[src/rtl/fpga_regs_bank_if.sv]
// Byte-stream bus shared by the FPGA slave blocks.
// Carries master write bytes in, and per-channel readback and register state out.
interface fpga_regs_bank_if #(
    parameter int unsigned N_CH  = 9,
    parameter int unsigned BYTES = 2
);
    logic [7:0]              master_data;
    logic [N_CH-1:0]         valid_bus;
    logic [N_CH-1:0]         rdreq_bus;
    logic [N_CH-1:0]         have_msg_bus;
    logic [N_CH*8-1:0]       slave_data_bus;
    logic [N_CH*8-1:0]       len_bus;
    logic [N_CH*BYTES*8-1:0] regs_out;
    logic [N_CH-1:0]         upd_bus;

    modport master (
        output master_data, valid_bus, rdreq_bus,
        input  have_msg_bus, slave_data_bus, len_bus, regs_out, upd_bus
    );

    modport slave (
        input  master_data, valid_bus, rdreq_bus,
        output have_msg_bus, slave_data_bus, len_bus, regs_out, upd_bus
    );
endinterface

[src/rtl/fpga_regs_bank.sv]
// Bank of multi-byte control registers written byte-serially (MSB first), with
// per-channel readback, optional auto-reverting pulse channels and partial-write timeout.
module fpga_regs_bank #(
    parameter int unsigned              N_CH       = 9,
    parameter int unsigned              BYTES      = 2,
    parameter logic [N_CH*BYTES*8-1:0]  RST_VAL    = '0,
    parameter logic [N_CH-1:0]          PULSE_MASK = '0,
    parameter int unsigned              PULSE_LEN  = 16,
    parameter int unsigned              TO_CYC     = 1024
) (
    input logic            clk,
    input logic            rst,
    fpga_regs_bank_if.slave bus
);
    localparam int unsigned W  = BYTES * 8;
    localparam int unsigned PW = (BYTES > 1) ? $clog2(BYTES) : 1;
    localparam int unsigned TW = $clog2(TO_CYC + 1);
    localparam int unsigned LW = $clog2(PULSE_LEN + 1);

    logic [PW-1:0]   wcnt_q   [N_CH];
    logic [PW-1:0]   wcnt_d   [N_CH];
    logic [W-1:0]    shadow_q [N_CH];
    logic [W-1:0]    shadow_d [N_CH];
    logic [W-1:0]    reg_q    [N_CH];
    logic [W-1:0]    reg_d    [N_CH];
    logic [TW-1:0]   idle_q   [N_CH];
    logic [TW-1:0]   idle_d   [N_CH];
    logic [LW-1:0]   pcnt_q   [N_CH];
    logic [LW-1:0]   pcnt_d   [N_CH];
    logic [7:0]      len_q    [N_CH];
    logic [7:0]      len_d    [N_CH];
    logic [PW-1:0]   rd_ptr_q [N_CH];
    logic [PW-1:0]   rd_ptr_d [N_CH];
    logic [N_CH-1:0] have_q, have_d;
    logic [N_CH-1:0] upd_q, upd_d;

    logic [N_CH-1:0] commit;
    logic [W-1:0]    shifted  [N_CH];
    logic [W-1:0]    rd_sel;

    // Shadow shifts one byte in per valid; on the last byte the shifted value is the full word.
    always_comb begin
        for (int i = 0; i < N_CH; i++) begin
            shifted[i] = (shadow_q[i] << 8) | W'(bus.master_data);
            commit[i]  = bus.valid_bus[i] && (wcnt_q[i] == PW'(BYTES - 1));
        end
    end

    always_comb begin
        for (int i = 0; i < N_CH; i++) begin
            wcnt_d[i]   = wcnt_q[i];
            shadow_d[i] = shadow_q[i];
            reg_d[i]    = reg_q[i];
            idle_d[i]   = idle_q[i];
            pcnt_d[i]   = pcnt_q[i];
            len_d[i]    = len_q[i];
            rd_ptr_d[i] = rd_ptr_q[i];
            have_d[i]   = have_q[i];
            upd_d[i]    = commit[i];

            if (bus.valid_bus[i]) begin
                idle_d[i] = '0;
                if (commit[i]) begin
                    wcnt_d[i]   = '0;
                    shadow_d[i] = '0;
                end else begin
                    wcnt_d[i]   = wcnt_q[i] + 1'b1;
                    shadow_d[i] = shifted[i];
                end
            end else if (wcnt_q[i] != '0) begin
                if (idle_q[i] == TW'(TO_CYC - 1)) begin
                    wcnt_d[i]   = '0;
                    shadow_d[i] = '0;
                    idle_d[i]   = '0;
                end else begin
                    idle_d[i] = idle_q[i] + 1'b1;
                end
            end

            // A commit overrides both the pulse revert and any concurrent readback pop.
            if (commit[i]) begin
                reg_d[i]    = shifted[i];
                have_d[i]   = 1'b1;
                len_d[i]    = 8'(BYTES);
                rd_ptr_d[i] = '0;
                if (PULSE_MASK[i]) begin
                    pcnt_d[i] = LW'(PULSE_LEN);
                end
            end else begin
                if (pcnt_q[i] != '0) begin
                    pcnt_d[i] = pcnt_q[i] - 1'b1;
                    if (pcnt_q[i] == LW'(1)) begin
                        reg_d[i] = RST_VAL[i*W +: W];
                    end
                end
                if (bus.rdreq_bus[i] && have_q[i]) begin
                    rd_ptr_d[i] = rd_ptr_q[i] + 1'b1;
                    len_d[i]    = len_q[i] - 8'd1;
                    if (len_q[i] == 8'd1) begin
                        have_d[i] = 1'b0;
                    end
                end
            end
        end
    end

    always_ff @(posedge clk) begin
        if (rst) begin
            for (int i = 0; i < N_CH; i++) begin
                wcnt_q[i]   <= '0;
                shadow_q[i] <= '0;
                reg_q[i]    <= RST_VAL[i*W +: W];
                idle_q[i]   <= '0;
                pcnt_q[i]   <= '0;
                len_q[i]    <= '0;
                rd_ptr_q[i] <= '0;
            end
            have_q <= '0;
            upd_q  <= '0;
        end else begin
            for (int i = 0; i < N_CH; i++) begin
                wcnt_q[i]   <= wcnt_d[i];
                shadow_q[i] <= shadow_d[i];
                reg_q[i]    <= reg_d[i];
                idle_q[i]   <= idle_d[i];
                pcnt_q[i]   <= pcnt_d[i];
                len_q[i]    <= len_d[i];
                rd_ptr_q[i] <= rd_ptr_d[i];
            end
            have_q <= have_d;
            upd_q  <= upd_d;
        end
    end

    always_comb begin
        bus.regs_out       = '0;
        bus.slave_data_bus = '0;
        bus.len_bus        = '0;
        rd_sel             = '0;
        for (int i = 0; i < N_CH; i++) begin
            bus.regs_out[i*W +: W] = reg_q[i];
            bus.len_bus[i*8 +: 8]  = len_q[i];
            rd_sel = reg_q[i] >> (8 * (BYTES - 1 - int'(rd_ptr_q[i])));
            bus.slave_data_bus[i*8 +: 8] = have_q[i] ? rd_sel[7:0] : 8'h00;
        end
        bus.have_msg_bus = have_q;
        bus.upd_bus      = upd_q;
    end
endmodule

[src/flat_wrapper.sv]
// flat-port wrapper written by rule: the top's interface ports become plain ports
module fpga_regs_bank_flat 
#(
    parameter int unsigned              N_CH       = 9,
    parameter int unsigned              BYTES      = 2,
    parameter logic [N_CH*BYTES*8-1:0]  RST_VAL    = '0,
    parameter logic [N_CH-1:0]          PULSE_MASK = '0,
    parameter int unsigned              PULSE_LEN  = 16,
    parameter int unsigned              TO_CYC     = 1024
)
  (clk, rst, bus_master_data, bus_valid_bus, bus_rdreq_bus, bus_have_msg_bus, bus_slave_data_bus, bus_len_bus, bus_regs_out, bus_upd_bus);
  fpga_regs_bank_if #(.N_CH(N_CH), .BYTES(BYTES)) bus_i ();
  input logic clk;
  input logic rst;
  input wire logic [$bits(bus_i.master_data)-1:0] bus_master_data;
  input wire logic [$bits(bus_i.valid_bus)-1:0] bus_valid_bus;
  input wire logic [$bits(bus_i.rdreq_bus)-1:0] bus_rdreq_bus;
  output wire logic [$bits(bus_i.have_msg_bus)-1:0] bus_have_msg_bus;
  output wire logic [$bits(bus_i.slave_data_bus)-1:0] bus_slave_data_bus;
  output wire logic [$bits(bus_i.len_bus)-1:0] bus_len_bus;
  output wire logic [$bits(bus_i.regs_out)-1:0] bus_regs_out;
  output wire logic [$bits(bus_i.upd_bus)-1:0] bus_upd_bus;
  assign bus_i.master_data = bus_master_data;
  assign bus_i.valid_bus = bus_valid_bus;
  assign bus_i.rdreq_bus = bus_rdreq_bus;
  assign bus_have_msg_bus = bus_i.have_msg_bus;
  assign bus_slave_data_bus = bus_i.slave_data_bus;
  assign bus_len_bus = bus_i.len_bus;
  assign bus_regs_out = bus_i.regs_out;
  assign bus_upd_bus = bus_i.upd_bus;
  fpga_regs_bank #(.N_CH(N_CH), .BYTES(BYTES), .RST_VAL(RST_VAL), .PULSE_MASK(PULSE_MASK), .PULSE_LEN(PULSE_LEN), .TO_CYC(TO_CYC)) u_core (.clk(clk), .rst(rst), .bus(bus_i));
endmodule
[config.mk]
export PLATFORM = sky130hd
export DESIGN_NAME = fpga_regs_bank_flat
export DESIGN_NICKNAME = d
export VERILOG_FILES = /design/src/rtl/fpga_regs_bank_if.sv /design/src/rtl/fpga_regs_bank.sv /design/src/flat_wrapper.sv
export SDC_FILE = /design/constraint.sdc
export NUM_CORES = 1
export LEC_CHECK = 0
export CAP_MARGIN = 40
export CORE_ASPECT_RATIO = 0.5
export CORE_MARGIN = 3
export CORE_UTILIZATION = 42
export CTS_CLUSTER_DIAMETER = 150
export DETAILED_ROUTE_END_ITERATION = 16
export HOLD_SLACK_MARGIN = 0.12
export PLACE_DENSITY = 0.73
export SYNTH_ARGS = -nofsm -noshare
export SYNTH_HDL_FRONTEND = slang
export SYNTH_SLANG_ARGS = --single-unit
[constraint.sdc]
create_clock -name clk -period 1.5 [get_ports clk]
set_input_delay 0.3 -clock clk [delete_from_list [all_inputs] [get_ports clk]]
set_output_delay 0.3 -clock clk [all_outputs]
set_load 0.02 [all_outputs]
==> reports/qor.yml <==
placement:
  place_hpwl_microns: 41500
  portBuffers: 333
  placed_cells: 3162
  finalWeightedCongestion: 0.843
global_route:
  grt_overflow_total: 0
  track_usage: 0.228
  grt_pass1_wl_microns: 89600
  grt_max_degree: 20
  antenna_found_initial: 2
  grt_pass1_vias: 16800
synth:
  seq_area_frac_synth: 0.488
  synth_edf_count: 0
  synth_nets: 2025
  mappedNetlistArea_sq_mm: 0.0192
  async_reset_ff_frac: 0
  syn_area_per_cell_sq_um: 9.85
  yosys_warnings: 0
  synthFlopType: "dfxtp_1"
  yosysUniqueCellTypes: 64
  ys_ff_latch: 468
  syn_inst: 1948
setup_path:
  cp-start-kind: "register"
  critPathMaxFanout: 5
  cp-startpoint: "u_core.rd_ptr_q[8]"
  required_ns: 1.20
  worstPathArrival_ns: 1.52
  timing.rr.end: "u_core.len_q[5][6]"
  r2r_start: "u_core.len_q[5][2]"
  crit_type: "register to output pin"
  worstRegToRegCells: 3
  max_stage_delay_ns: 0.39
  crit_chain: "buf_12, mux2i_4, nor2_1, buf_2"
  ff2ff_setup_slack_ns: -0.02
  worst_path_max_delay_cell: "dfxtp_4"
  endpoint_kind: "output pin"
routing:
  drc: 0
  wl_per_cell_microns: 18.1
  drt-initial-drc-count: 1116
  wl_microns: 59400
  detail-route-antenna-nets: 0
  viasPerCell: 5.26
  dr.pass1.iters: 5
  route.vias.total: 17300
die:
  die_height_microns: 157
  io_pins: 334
  die_x_microns: 308
  initial_core_util: 0.433
  coreArea_sq_mm: 0.0443
  row_count: 54
  die_area_sq_mm: 0.0485
min_path:
  hold_start: "rst"
  hold_end: "u_core.pcnt_q[7][1]"
  hold_depth: 3
  hp-class: "primary input to register"
finish:
  nets: 2738
  final_cell_mix: "buf_4, dfxtp_1, nor2_1, a22o_1, buf_2"
  layoutNonFillerInstCount: 3280
  mostFrequentLayoutCell: "buf_4"
  drive_gt1_frac: 0.408
  area_growth_pct: 44.1
cts:
  h-tree-depth: 2
  clk_pin_slew_ns: 0.06
  clock-sinks: 468
  cts_tree: "built"
  cts_root_buffer: "clkbuf_16"
  clk_path_buf_depth: 3
  hold_buffers: 0
  clock_latency_ns: 0.55
  cts_buffers: 43
timing:
  drv_slew: 0
  slew_headroom: 0.508
  rsz0062_at_grt: "yes"
  setup_viol: 76
  hold_viol_final: 0
  skew_ns: 0.0139
  fin_ws_ns: -0.322
  finalCritPeriodShare: 1.21
  worst_slew_pin_slew_ns: 0.736
  fmax_mhz: 549
  period_needed_ns: 1.82
pwr:
  p_total_w: 0.0288
  ir_drop_mv: 0.694
  powerDensity_mw_per_mm2: 1040
  p_leak_nw: 11.7
status:
  status: "complete, but fails checks"
  violations: "setup timing"
flow_run:
  timing.max_cap.violations: 0
==> cell families (layout without fill, tap and decap cells) <==
kind of cell	count (synthesis)	after routing	synth area share
buffers and inverters	141	882	0.0314
XOR/XNOR	153	153	0.0698
other	0	1	0
multiplexers	76	76	0.0396
flip-flops	468	468	0.488
AND/OR/NAND/NOR	722	722	0.197
AO/OA/AOI/OAI	339	341	0.142
adder cells (fa/ha/maj)	49	49	0.0319
==> power breakdown <==
part           switching [W]  internal [W]
sequential          0.000415        0.0129
combinational        0.00212       0.00191
clock                0.00486       0.00658
total                0.00740        0.0214
==> flip-flops by register name (all words and copies together) (netlist names) <==
signal	cells
u_core.reg_q	144
u_core.idle_q	99
u_core.len_q	72
u_core.shadow_q	72
u_core.pcnt_q	45
u_core.bus.have_msg_bus	9
u_core.bus.upd_bus	9
u_core.rd_ptr_q	9
u_core.wcnt_q	9
==> worst max-delay path by stage <==
stage          slack, ns  cells past startpoint                      to
4_1_cts            -0.34                      4  bus_slave_data_bus[10]
5_1_grt            -0.36                      4  bus_slave_data_bus[67]
2_1_floorplan     -0.002                      6     u_core.pcnt_q[4][0]
3_3_place_gp       -0.38                      5     u_core.reg_q[0][39]
3_5_place_dp       -0.40                      5     u_core.reg_q[0][41]
6_report           -0.32                      4  bus_slave_data_bus[67]
==> Yosys cell counts (3+ instances only) <==
library cell / number / area, sq um
xnor2_1: 66 / 578
nand3b_1: 14 / 105
nor2_1: 237 / 890
mux2i_1: 76 / 761
nand2_2: 8 / 50.1
buf_1: 11 / 41.3
buf_2: 29 / 145
or3_1: 11 / 68.8
or2_2: 7 / 43.8
buf_4: 10 / 75.1
a31oi_1: 7 / 43.8
a31oi_4: 4 / 85.1
a211oi_1: 8 / 60.1
nand2b_1: 17 / 106
a311oi_1: 5 / 43.8
xor2_1: 87 / 762
nor4_2: 3 / 37.5
a21oi_1: 62 / 310
a31oi_2: 5 / 62.6
nand4b_1: 12 / 105
o21ai_0: 14 / 70.1
nor2_2: 10 / 62.6
nand4_1: 34 / 213
clkbuf_1: 39 / 146
nand3_1: 65 / 325
and4_1: 10 / 87.6
a22o_1: 216 / 1890
and2_1: 25 / 156
nor3_1: 36 / 180
nor2b_1: 78 / 488
nand2_1: 88 / 330
and3_1: 16 / 100
inv_1: 49 / 184
nor4_1: 15 / 93.8
or4b_1: 8 / 80.1
dfxtp_1: 468 / 9370
ha_1: 49 / 613
and3b_1: 8 / 70.1
nor4b_1: 4 / 35.0
==> critical path, delay by kind of cell (launching register included) <==
family / cells / cell delay, ns
buf+inv: 2 / 0.29
flops: 1 / 0.39
mux: 1 / 0.24
simple gates: 1 / 0.05
==> cell type report <==
type	count	area, sq um
Antenna cell	1	2.50
Clock buffer	61	1270
Clock inverter	14	188
Fill cell	3573	16700
Inverter	52	198
Multi-Input combinational cell	1341	9950
Sequential cell	468	9570
Tap cell	588	736
Timing Repair Buffer	755	5760
==> per-stage QoR <==
step                      cell area, sq um  utilization  setup slack, ns  hold WS [ns]  setup TNS, ns
final                                27700        0.624           -0.322         0.165         -18.72
after global placement               26000        0.587           -0.376         0.417         -66.14
after CTS                            26700        0.603           -0.338         0.149         -19.83
after floorplan                      19200            -         -0.00233         0.407       -0.00233
after global routing                 27700        0.624           -0.363         0.166         -23.44
after detailed placement             26000        0.587           -0.402         0.431         -71.20
==> per-layer routing <==
layer / vias to the layer above / GRT usage / part of all wire
met2: 365 / 0.409 / 0.50
li1: 8324 / - / -
met4: 0 / 0.0737 / 0.030
met1: 8443 / 0.282 / 0.42
met3: 129 / 0.0350 / 0.045
met5: - / 0 / 0
==> timing repair <==
action / CTS / global route
setup endpoints to repair: 434 / 425
pin swaps: 13 / 58
setup buffers: 19 / 25
endpoints found under the hold margin: 0 / 0
gates resized for setup: 1370 / 305
cloned: 1 / 4
Note: power is estimated with default switching activity, not from simulation.
